**config.mk**
```make
export PLATFORM = sky130hd
export DESIGN_NAME = axi_line_master
export DESIGN_NICKNAME = d
export VERILOG_FILES = /design/src/rtl/axi_mem_pkg.sv /design/src/rtl/axi_line_beat_buf.sv /design/src/rtl/axi_line_master.sv
export SDC_FILE = /design/constraint.sdc
export NUM_CORES = 1
export LEC_CHECK = 0
export CAP_MARGIN = 20
export CELL_PAD_IN_SITES_DETAIL_PLACEMENT = 1
export CELL_PAD_IN_SITES_GLOBAL_PLACEMENT = 2
export CORE_AREA = 5 5 536 538
export DETAILED_ROUTE_END_ITERATION = 7
export DIE_AREA = 0 0 541 543
export PLACE_DENSITY = 0.52
export SYNTH_ARGS = -nofsm -noshare
export SYNTH_HDL_FRONTEND = slang
export SYNTH_SLANG_ARGS = --single-unit
```
**constraint.sdc**
```tcl
create_clock -name clk -period 4.7 [get_ports clk]
set_input_delay 0.94 -clock clk [delete_from_list [all_inputs] [get_ports clk]]
set_output_delay 0.94 -clock clk [all_outputs]
set_load 0.03 [all_outputs]
```
**src/rtl/axi_mem_pkg.sv**
```systemverilog
// Shared AXI4 encodings and FSM state type for the line master and its helpers.
package axi_mem_pkg;

    typedef enum logic [1:0] {
        BURST_FIXED = 2'b00,
        BURST_INCR  = 2'b01,
        BURST_WRAP  = 2'b10
    } axi_burst_e;

    typedef enum logic [1:0] {
        RESP_OKAY   = 2'b00,
        RESP_EXOKAY = 2'b01,
        RESP_SLVERR = 2'b10,
        RESP_DECERR = 2'b11
    } axi_resp_e;

    localparam logic [3:0] CACHE_NORMAL = 4'b0011;

    typedef enum logic [2:0] {
        ST_IDLE    = 3'd0,
        ST_RD_ADDR = 3'd1,
        ST_RD_DATA = 3'd2,
        ST_WR_XFER = 3'd3,
        ST_WR_RESP = 3'd4,
        ST_RESP    = 3'd5
    } line_state_e;

    // A single-beat line still needs a one-bit counter.
    function automatic int beat_cnt_width(input int beats);
        return (beats > 1) ? $clog2(beats) : 1;
    endfunction

endpackage

```
**src/rtl/axi_line_beat_buf.sv**
```systemverilog
// Line-wide data register: whole-line load for writes, beat-indexed fill for reads,
// beat-indexed read mux to drain write bursts.
module axi_line_beat_buf #(
    parameter int DATA_W = 128,
    parameter int LINE_W = 512,
    parameter int CNT_W  = 2
) (
    input  logic              clk,
    input  logic              load_i,
    input  logic [LINE_W-1:0] line_i,
    input  logic              beat_we_i,
    input  logic [CNT_W-1:0]  beat_idx_i,
    input  logic [DATA_W-1:0] beat_i,
    output logic [LINE_W-1:0] line_o,
    output logic [DATA_W-1:0] beat_o
);

    logic [LINE_W-1:0] line_q;

    always_ff @(posedge clk) begin
        if (load_i) begin
            line_q <= line_i;
        end else if (beat_we_i) begin
            line_q[int'(beat_idx_i)*DATA_W +: DATA_W] <= beat_i;
        end
    end

    assign line_o = line_q;
    assign beat_o = line_q[int'(beat_idx_i)*DATA_W +: DATA_W];

endmodule

```
**src/rtl/axi_line_master.sv**
```systemverilog
// Converts one cache-line read/write request into a single AXI4 INCR burst and
// returns one line-wide response; one transaction in flight at a time.
module axi_line_master
    import axi_mem_pkg::*;
#(
    parameter int C_AXI_ADDR_WIDTH = 12,
    parameter int C_AXI_DATA_WIDTH = 128,
    parameter int LINE_WIDTH       = 512,
    parameter int ID_WIDTH         = 1,
    parameter int AXI_ID           = 0
) (
    input  logic                          clk,
    input  logic                          rst,
    input  logic                          req_valid,
    output logic                          req_ready,
    input  logic                          req_we,
    input  logic [C_AXI_ADDR_WIDTH-1:0]   req_addr,
    input  logic [LINE_WIDTH-1:0]         req_wdata,
    output logic                          resp_valid,
    input  logic                          resp_ready,
    output logic                          resp_we,
    output logic                          resp_err,
    output logic [LINE_WIDTH-1:0]         resp_rdata,
    output logic [ID_WIDTH-1:0]           m_axi_awid,
    output logic [C_AXI_ADDR_WIDTH-1:0]   m_axi_awaddr,
    output logic [7:0]                    m_axi_awlen,
    output logic [2:0]                    m_axi_awsize,
    output logic [1:0]                    m_axi_awburst,
    output logic                          m_axi_awlock,
    output logic [3:0]                    m_axi_awcache,
    output logic [2:0]                    m_axi_awprot,
    output logic                          m_axi_awvalid,
    input  logic                          m_axi_awready,
    output logic [C_AXI_DATA_WIDTH-1:0]   m_axi_wdata,
    output logic [C_AXI_DATA_WIDTH/8-1:0] m_axi_wstrb,
    output logic                          m_axi_wlast,
    output logic                          m_axi_wvalid,
    input  logic                          m_axi_wready,
    input  logic [ID_WIDTH-1:0]           m_axi_bid,
    input  logic [1:0]                    m_axi_bresp,
    input  logic                          m_axi_bvalid,
    output logic                          m_axi_bready,
    output logic [ID_WIDTH-1:0]           m_axi_arid,
    output logic [C_AXI_ADDR_WIDTH-1:0]   m_axi_araddr,
    output logic [7:0]                    m_axi_arlen,
    output logic [2:0]                    m_axi_arsize,
    output logic [1:0]                    m_axi_arburst,
    output logic                          m_axi_arlock,
    output logic [3:0]                    m_axi_arcache,
    output logic [2:0]                    m_axi_arprot,
    output logic                          m_axi_arvalid,
    input  logic                          m_axi_arready,
    input  logic [ID_WIDTH-1:0]           m_axi_rid,
    input  logic [C_AXI_DATA_WIDTH-1:0]   m_axi_rdata,
    input  logic [1:0]                    m_axi_rresp,
    input  logic                          m_axi_rlast,
    input  logic                          m_axi_rvalid,
    output logic                          m_axi_rready
);

    localparam int BEATS = LINE_WIDTH / C_AXI_DATA_WIDTH;
    localparam int CNT_W = beat_cnt_width(BEATS);
    localparam int OFF_W = $clog2(LINE_WIDTH / 8);
    localparam logic [CNT_W-1:0] LAST_BEAT = CNT_W'(BEATS - 1);
    localparam logic [C_AXI_ADDR_WIDTH-1:0] ADDR_MASK = ~(C_AXI_ADDR_WIDTH'((1 << OFF_W) - 1));
    localparam logic [7:0] AXLEN  = 8'(BEATS - 1);
    localparam logic [2:0] AXSIZE = 3'($clog2(C_AXI_DATA_WIDTH / 8));

    line_state_e                 state_q;
    logic                        req_ready_q, resp_valid_q, we_q, err_q;
    logic                        arvalid_q, awvalid_q, wvalid_q, bready_q, rready_q;
    logic [CNT_W-1:0]            cnt_q;
    logic [C_AXI_ADDR_WIDTH-1:0] addr_q, addr_d;

    logic req_accept, last_beat, r_fire, aw_ok, w_ok;
    logic unused_ids;

    assign req_accept = (state_q == ST_IDLE) && req_valid && req_ready_q;
    assign last_beat  = (cnt_q == LAST_BEAT);
    assign r_fire     = (state_q == ST_RD_DATA) && m_axi_rvalid && rready_q;
    // Write phase is done when AW is (or just got) accepted and the final W beat is (or just got) accepted.
    assign aw_ok      = !awvalid_q || m_axi_awready;
    assign w_ok       = !wvalid_q || (m_axi_wready && last_beat);
    assign addr_d     = req_addr & ADDR_MASK;
    assign unused_ids = ^{m_axi_bid, m_axi_rid};

    axi_line_beat_buf #(
        .DATA_W (C_AXI_DATA_WIDTH),
        .LINE_W (LINE_WIDTH),
        .CNT_W  (CNT_W)
    ) u_buf (
        .clk        (clk),
        .load_i     (req_accept && req_we),
        .line_i     (req_wdata),
        .beat_we_i  (r_fire),
        .beat_idx_i (cnt_q),
        .beat_i     (m_axi_rdata),
        .line_o     (resp_rdata),
        .beat_o     (m_axi_wdata)
    );

    always_ff @(posedge clk) begin
        if (req_accept) begin
            addr_q <= addr_d;
        end
    end

    always_ff @(posedge clk) begin
        if (rst) begin
            state_q      <= ST_IDLE;
            req_ready_q  <= 1'b0;
            resp_valid_q <= 1'b0;
            we_q         <= 1'b0;
            err_q        <= 1'b0;
            arvalid_q    <= 1'b0;
            awvalid_q    <= 1'b0;
            wvalid_q     <= 1'b0;
            bready_q     <= 1'b0;
            rready_q     <= 1'b0;
            cnt_q        <= '0;
        end else begin
            case (state_q)
                ST_IDLE: begin
                    req_ready_q <= 1'b1;
                    if (req_accept) begin
                        req_ready_q <= 1'b0;
                        we_q        <= req_we;
                        err_q       <= 1'b0;
                        cnt_q       <= '0;
                        if (req_we) begin
                            awvalid_q <= 1'b1;
                            wvalid_q  <= 1'b1;
                            state_q   <= ST_WR_XFER;
                        end else begin
                            arvalid_q <= 1'b1;
                            state_q   <= ST_RD_ADDR;
                        end
                    end
                end
                ST_RD_ADDR: begin
                    if (m_axi_arready) begin
                        arvalid_q <= 1'b0;
                        rready_q  <= 1'b1;
                        cnt_q     <= '0;
                        state_q   <= ST_RD_DATA;
                    end
                end
                ST_RD_DATA: begin
                    if (r_fire) begin
                        if (m_axi_rresp != RESP_OKAY) err_q <= 1'b1;
                        // Burst end is counter-driven; rlast only feeds the framing check.
                        if (last_beat) begin
                            if (!m_axi_rlast) err_q <= 1'b1;
                            rready_q     <= 1'b0;
                            resp_valid_q <= 1'b1;
                            cnt_q        <= '0;
                            state_q      <= ST_RESP;
                        end else begin
                            if (m_axi_rlast) err_q <= 1'b1;
                            cnt_q <= cnt_q + 1'b1;
                        end
                    end
                end
                ST_WR_XFER: begin
                    if (m_axi_awready) awvalid_q <= 1'b0;
                    if (wvalid_q && m_axi_wready) begin
                        if (last_beat) begin
                            wvalid_q <= 1'b0;
                            cnt_q    <= '0;
                        end else begin
                            cnt_q <= cnt_q + 1'b1;
                        end
                    end
                    if (aw_ok && w_ok) begin
                        bready_q <= 1'b1;
                        state_q  <= ST_WR_RESP;
                    end
                end
                ST_WR_RESP: begin
                    if (m_axi_bvalid) begin
                        if (m_axi_bresp != RESP_OKAY) err_q <= 1'b1;
                        bready_q     <= 1'b0;
                        resp_valid_q <= 1'b1;
                        state_q      <= ST_RESP;
                    end
                end
                ST_RESP: begin
                    if (resp_ready) begin
                        resp_valid_q <= 1'b0;
                        req_ready_q  <= 1'b1;
                        state_q      <= ST_IDLE;
                    end
                end
                default: state_q <= ST_IDLE;
            endcase
        end
    end

    assign req_ready  = req_ready_q;
    assign resp_valid = resp_valid_q;
    assign resp_we    = we_q;
    assign resp_err   = err_q;

    assign m_axi_awid    = ID_WIDTH'(AXI_ID);
    assign m_axi_awaddr  = addr_q;
    assign m_axi_awlen   = AXLEN;
    assign m_axi_awsize  = AXSIZE;
    assign m_axi_awburst = BURST_INCR;
    assign m_axi_awlock  = 1'b0;
    assign m_axi_awcache = CACHE_NORMAL;
    assign m_axi_awprot  = 3'b000;
    assign m_axi_awvalid = awvalid_q;
    assign m_axi_wstrb   = '1;
    assign m_axi_wlast   = last_beat;
    assign m_axi_wvalid  = wvalid_q;
    assign m_axi_bready  = bready_q;
    assign m_axi_arid    = ID_WIDTH'(AXI_ID);
    assign m_axi_araddr  = addr_q;
    assign m_axi_arlen   = AXLEN;
    assign m_axi_arsize  = AXSIZE;
    assign m_axi_arburst = BURST_INCR;
    assign m_axi_arlock  = 1'b0;
    assign m_axi_arcache = CACHE_NORMAL;
    assign m_axi_arprot  = 3'b000;
    assign m_axi_arvalid = arvalid_q;
    assign m_axi_rready  = rready_q;

endmodule
```
==> flow_summary.yaml <==
min_path:
  min_to: "m_axi_bready"
  holdCritStartpoint: "m_axi_bready"
  min_path_cells: 2
  hold_class: "reg -> reg"
clock_network:
  cts_buffers: 79
  cts_buffer_depth: 3
  numClockSinks: 532
  cts_tree: "yes"
  htree_levels: 3
  ctsResizeCount: 0
  clk_pin_slew_worst_paths_ns: 0.06
  insertion_delay_ns: 0.68
  postCtsSetupBuffers: 0
  root_buffer: "clkbuf_16"
  hold_buffers: 0
global_routing:
  antenna_found_initial: 35
  grt_pass1_vias: 28274
  grt_usage: 0.159
  overflow: 0
  grt_pass1_wl_mm: 310
  grt_max_degree: 108
route:
  wl_per_cell_um: 31.9
  totalWireLength_mm: 246
  first_pass_iters: 6
  drtAntennaViolNets: 0
  drc: 0
  vias: 27073
  dr.first_iter.drc_count: 2243
  vias_per_cell: 3.52
placed_design:
  globalplace.congestion: 0.880
  place_area_um2: 45300
  place_hpwl_mm: 200
  port_buffers: 1322
  pre_cts_ws_ns: 0.975
worst_setup_path:
  crit_buf_inv: 3
  crit_type: "reg -> out"
  worstPathRequired_ns: 3.76
  arrival_ns: 3.37
  path_cells: "buf_12 -> buf_4 -> mux4_2 -> clkdlybuf4s50_1"
  worstReg2RegStart: "cnt_q[0]"
  crit_family: "buffers and inverters"
  worst_setup_path_end_kind: "primary output"
  r2r_end: "u_buf.line_o[294]"
  crit_path_max_incr_delay_ns: 0.79
  slowest_stage: "dfxtp_4"
  crit_path_start: "cnt_q[0]"
  reg2reg_depth: 8
  r2r_setup_slack_ns: 1.44
  start_kind: "flip-flop"
  crit_fanout: 22
sta:
  hold_ws_ns: 0.494
  hold_viol: 0
  finalCritPeriodShare: 0.918
  setup_violations: 0
  slew_headroom: 0.305
  tightest_slew_ns: 1.04
  drv_slew: 0
  finClkSkew_ns: 0.0255
  max_freq_mhz: 232
  finalCriticalPeriod_ns: 4.31
  finalSetupTns_ns: 0
  layout_setup_ws_ns: 0.387
  rsz0062_at_grt: "no"
cells_and_area:
  layout-drive-gt1-share: 0.0904
  final_util: 0.170
  area_growth_syn_to_layout_pct: 75.1
  final_nets: 4545
  finalInstanceArea_um2: 47900
synthesis:
  syn_inst: 2582
  avgSynthCellArea_um2: 10.6
  synth_top_area_cell: "edfxtp_1"
  yosysMostFrequentCell: "nand2_1"
  synth_edf_count: 518
  synth.distinct_cells: 47
  netlist_area_um2: 27300
  synth_area_leaders: "edfxtp_1 57%, nand2_1 14%, mux4_2 11%, nand3_1 9.4%, buf_4 2.7%"
  synthTopCellsByCount: "1046 x nand2_1, 518 x edfxtp_1, 515 x nand3_1"
  synth_top_area_frac: 0.569
  synth-main-ff-cell: "edfxtp_1"
  seq_area_frac_synth: 0.579
  ys_seq_elements: 532
  yosysWarningCount: 0
  synthArstFlopShare: 0
floorplan:
  die_w_um: 541
  die_y_um: 543
  core_um2: 282000
  rows: 195
  die-area_um2: 294000
  ios: 1403
  start_util: 0.0971
status:
  status: "completed"
power_and_ir_drop:
  p_per_area_nw_per_um2: 416
  ir_drop_v: 0.000324
  p_leak_uw: 0.0173
run:
  drv_cap: 0
sequential cells by signal, summed over array words and instances, names as in the netlist:
register / count
cnt_q: 2
m_axi_araddr: 6
m_axi_arvalid: 1
m_axi_awvalid: 1
m_axi_bready: 1
m_axi_rready: 1
m_axi_wvalid: 1
req_ready: 1
resp_err: 1
resp_valid: 1
resp_we: 1
state_q: 3
u_buf.line_o: 512
kinds of logic (layout without fill, tap and decap cells):
group | Yosys count | in the layout | share of synthesized area
flip-flops | 532 | 532 | 0.579
AO/OA/AOI/OAI | 35 | 35 | 0.00879
other | 2 | 94 | 0.000275
multiplexers | 128 | 128 | 0.105
XOR/XNOR | 1 | 1 | 0.000321
buffers and inverters | 287 | 1564 | 0.0575
adder cells (fa/ha/maj) | 5 | 5 | 0.00229
AND/OR/NAND/NOR | 1592 | 1592 | 0.246
layout make-up:
cell class              instances  area, µm²
clock buffers                  97       2070
clock inverters                42        450
well taps                    3743       4680
repair buffers               1421      14500
fillers                     32595     234000
diodes                         22       55.1
multi-input cells            1833      10300
flip-flops and latches        532      15800
inverters                       4       15.0
routing by layer:
metal,part of all wire,track usage
met1,0.41,0.197
met3,0.11,0.0698
met4,0.021,0.0333
met2,0.45,0.256
met5,0.00037,0
cell usage in the layout (no fill, tap or decap), types with 17 or more instances in the layout:
| cell | Yosys | layout |
|---|---|---|
| clkbuf_16 | 0 | 80 |
| conb_1 | 2 | 72 |
| nand2_1 | 1046 | 1041 |
| clkbuf_1 | 59 | 17 |
| clkdlybuf4s50_1 | 0 | 1322 |
| nand3_1 | 515 | 515 |
| buf_12 | 0 | 41 |
| mux4_2 | 128 | 128 |
| edfxtp_1 | 518 | 518 |
| diode_2 | 0 | 22 |
| buf_4 | 98 | 58 |
through the flow:
| stage | total power [µW] | instances |
|---|---|---|
| after floorplan | 9920 | 2652 |
| after global placement | 14100 | 7533 |
| after detailed placement | 14100 | 7533 |
| after CTS | 20400 | 7672 |
| after global routing | 20800 | 7686 |
| final | 19900 | 7694 |
worst max-delay path by stage:
stage	to	slack (ns)	depth (start not counted)
after floorplan	u_buf.line_o[0]	-0.35	6
after global placement	m_axi_wdata[3]	1.00	4
after detailed placement	m_axi_wdata[3]	0.97	4
after CTS	m_axi_wdata[3]	0.17	4
after global routing	m_axi_wdata[3]	0.19	4
final	m_axi_wdata[3]	0.39	4
where the power goes:
group	total, µW	internal [µW]	switching [µW]	leakage, µW
sequential	6550	6040	512	0.00494
clock	6090	3470	2620	0.00122
combinational	7280	2550	4730	0.0111
total	19900	12100	7860	0.0173
worst min-delay path, cell delays in order, from the launching register on:
cell and delay [ns]:
dfxtp_1 0.32, nand2_1 0.06, a211oi_1 0.06
Note: power is estimated with default switching activity, not from simulation.
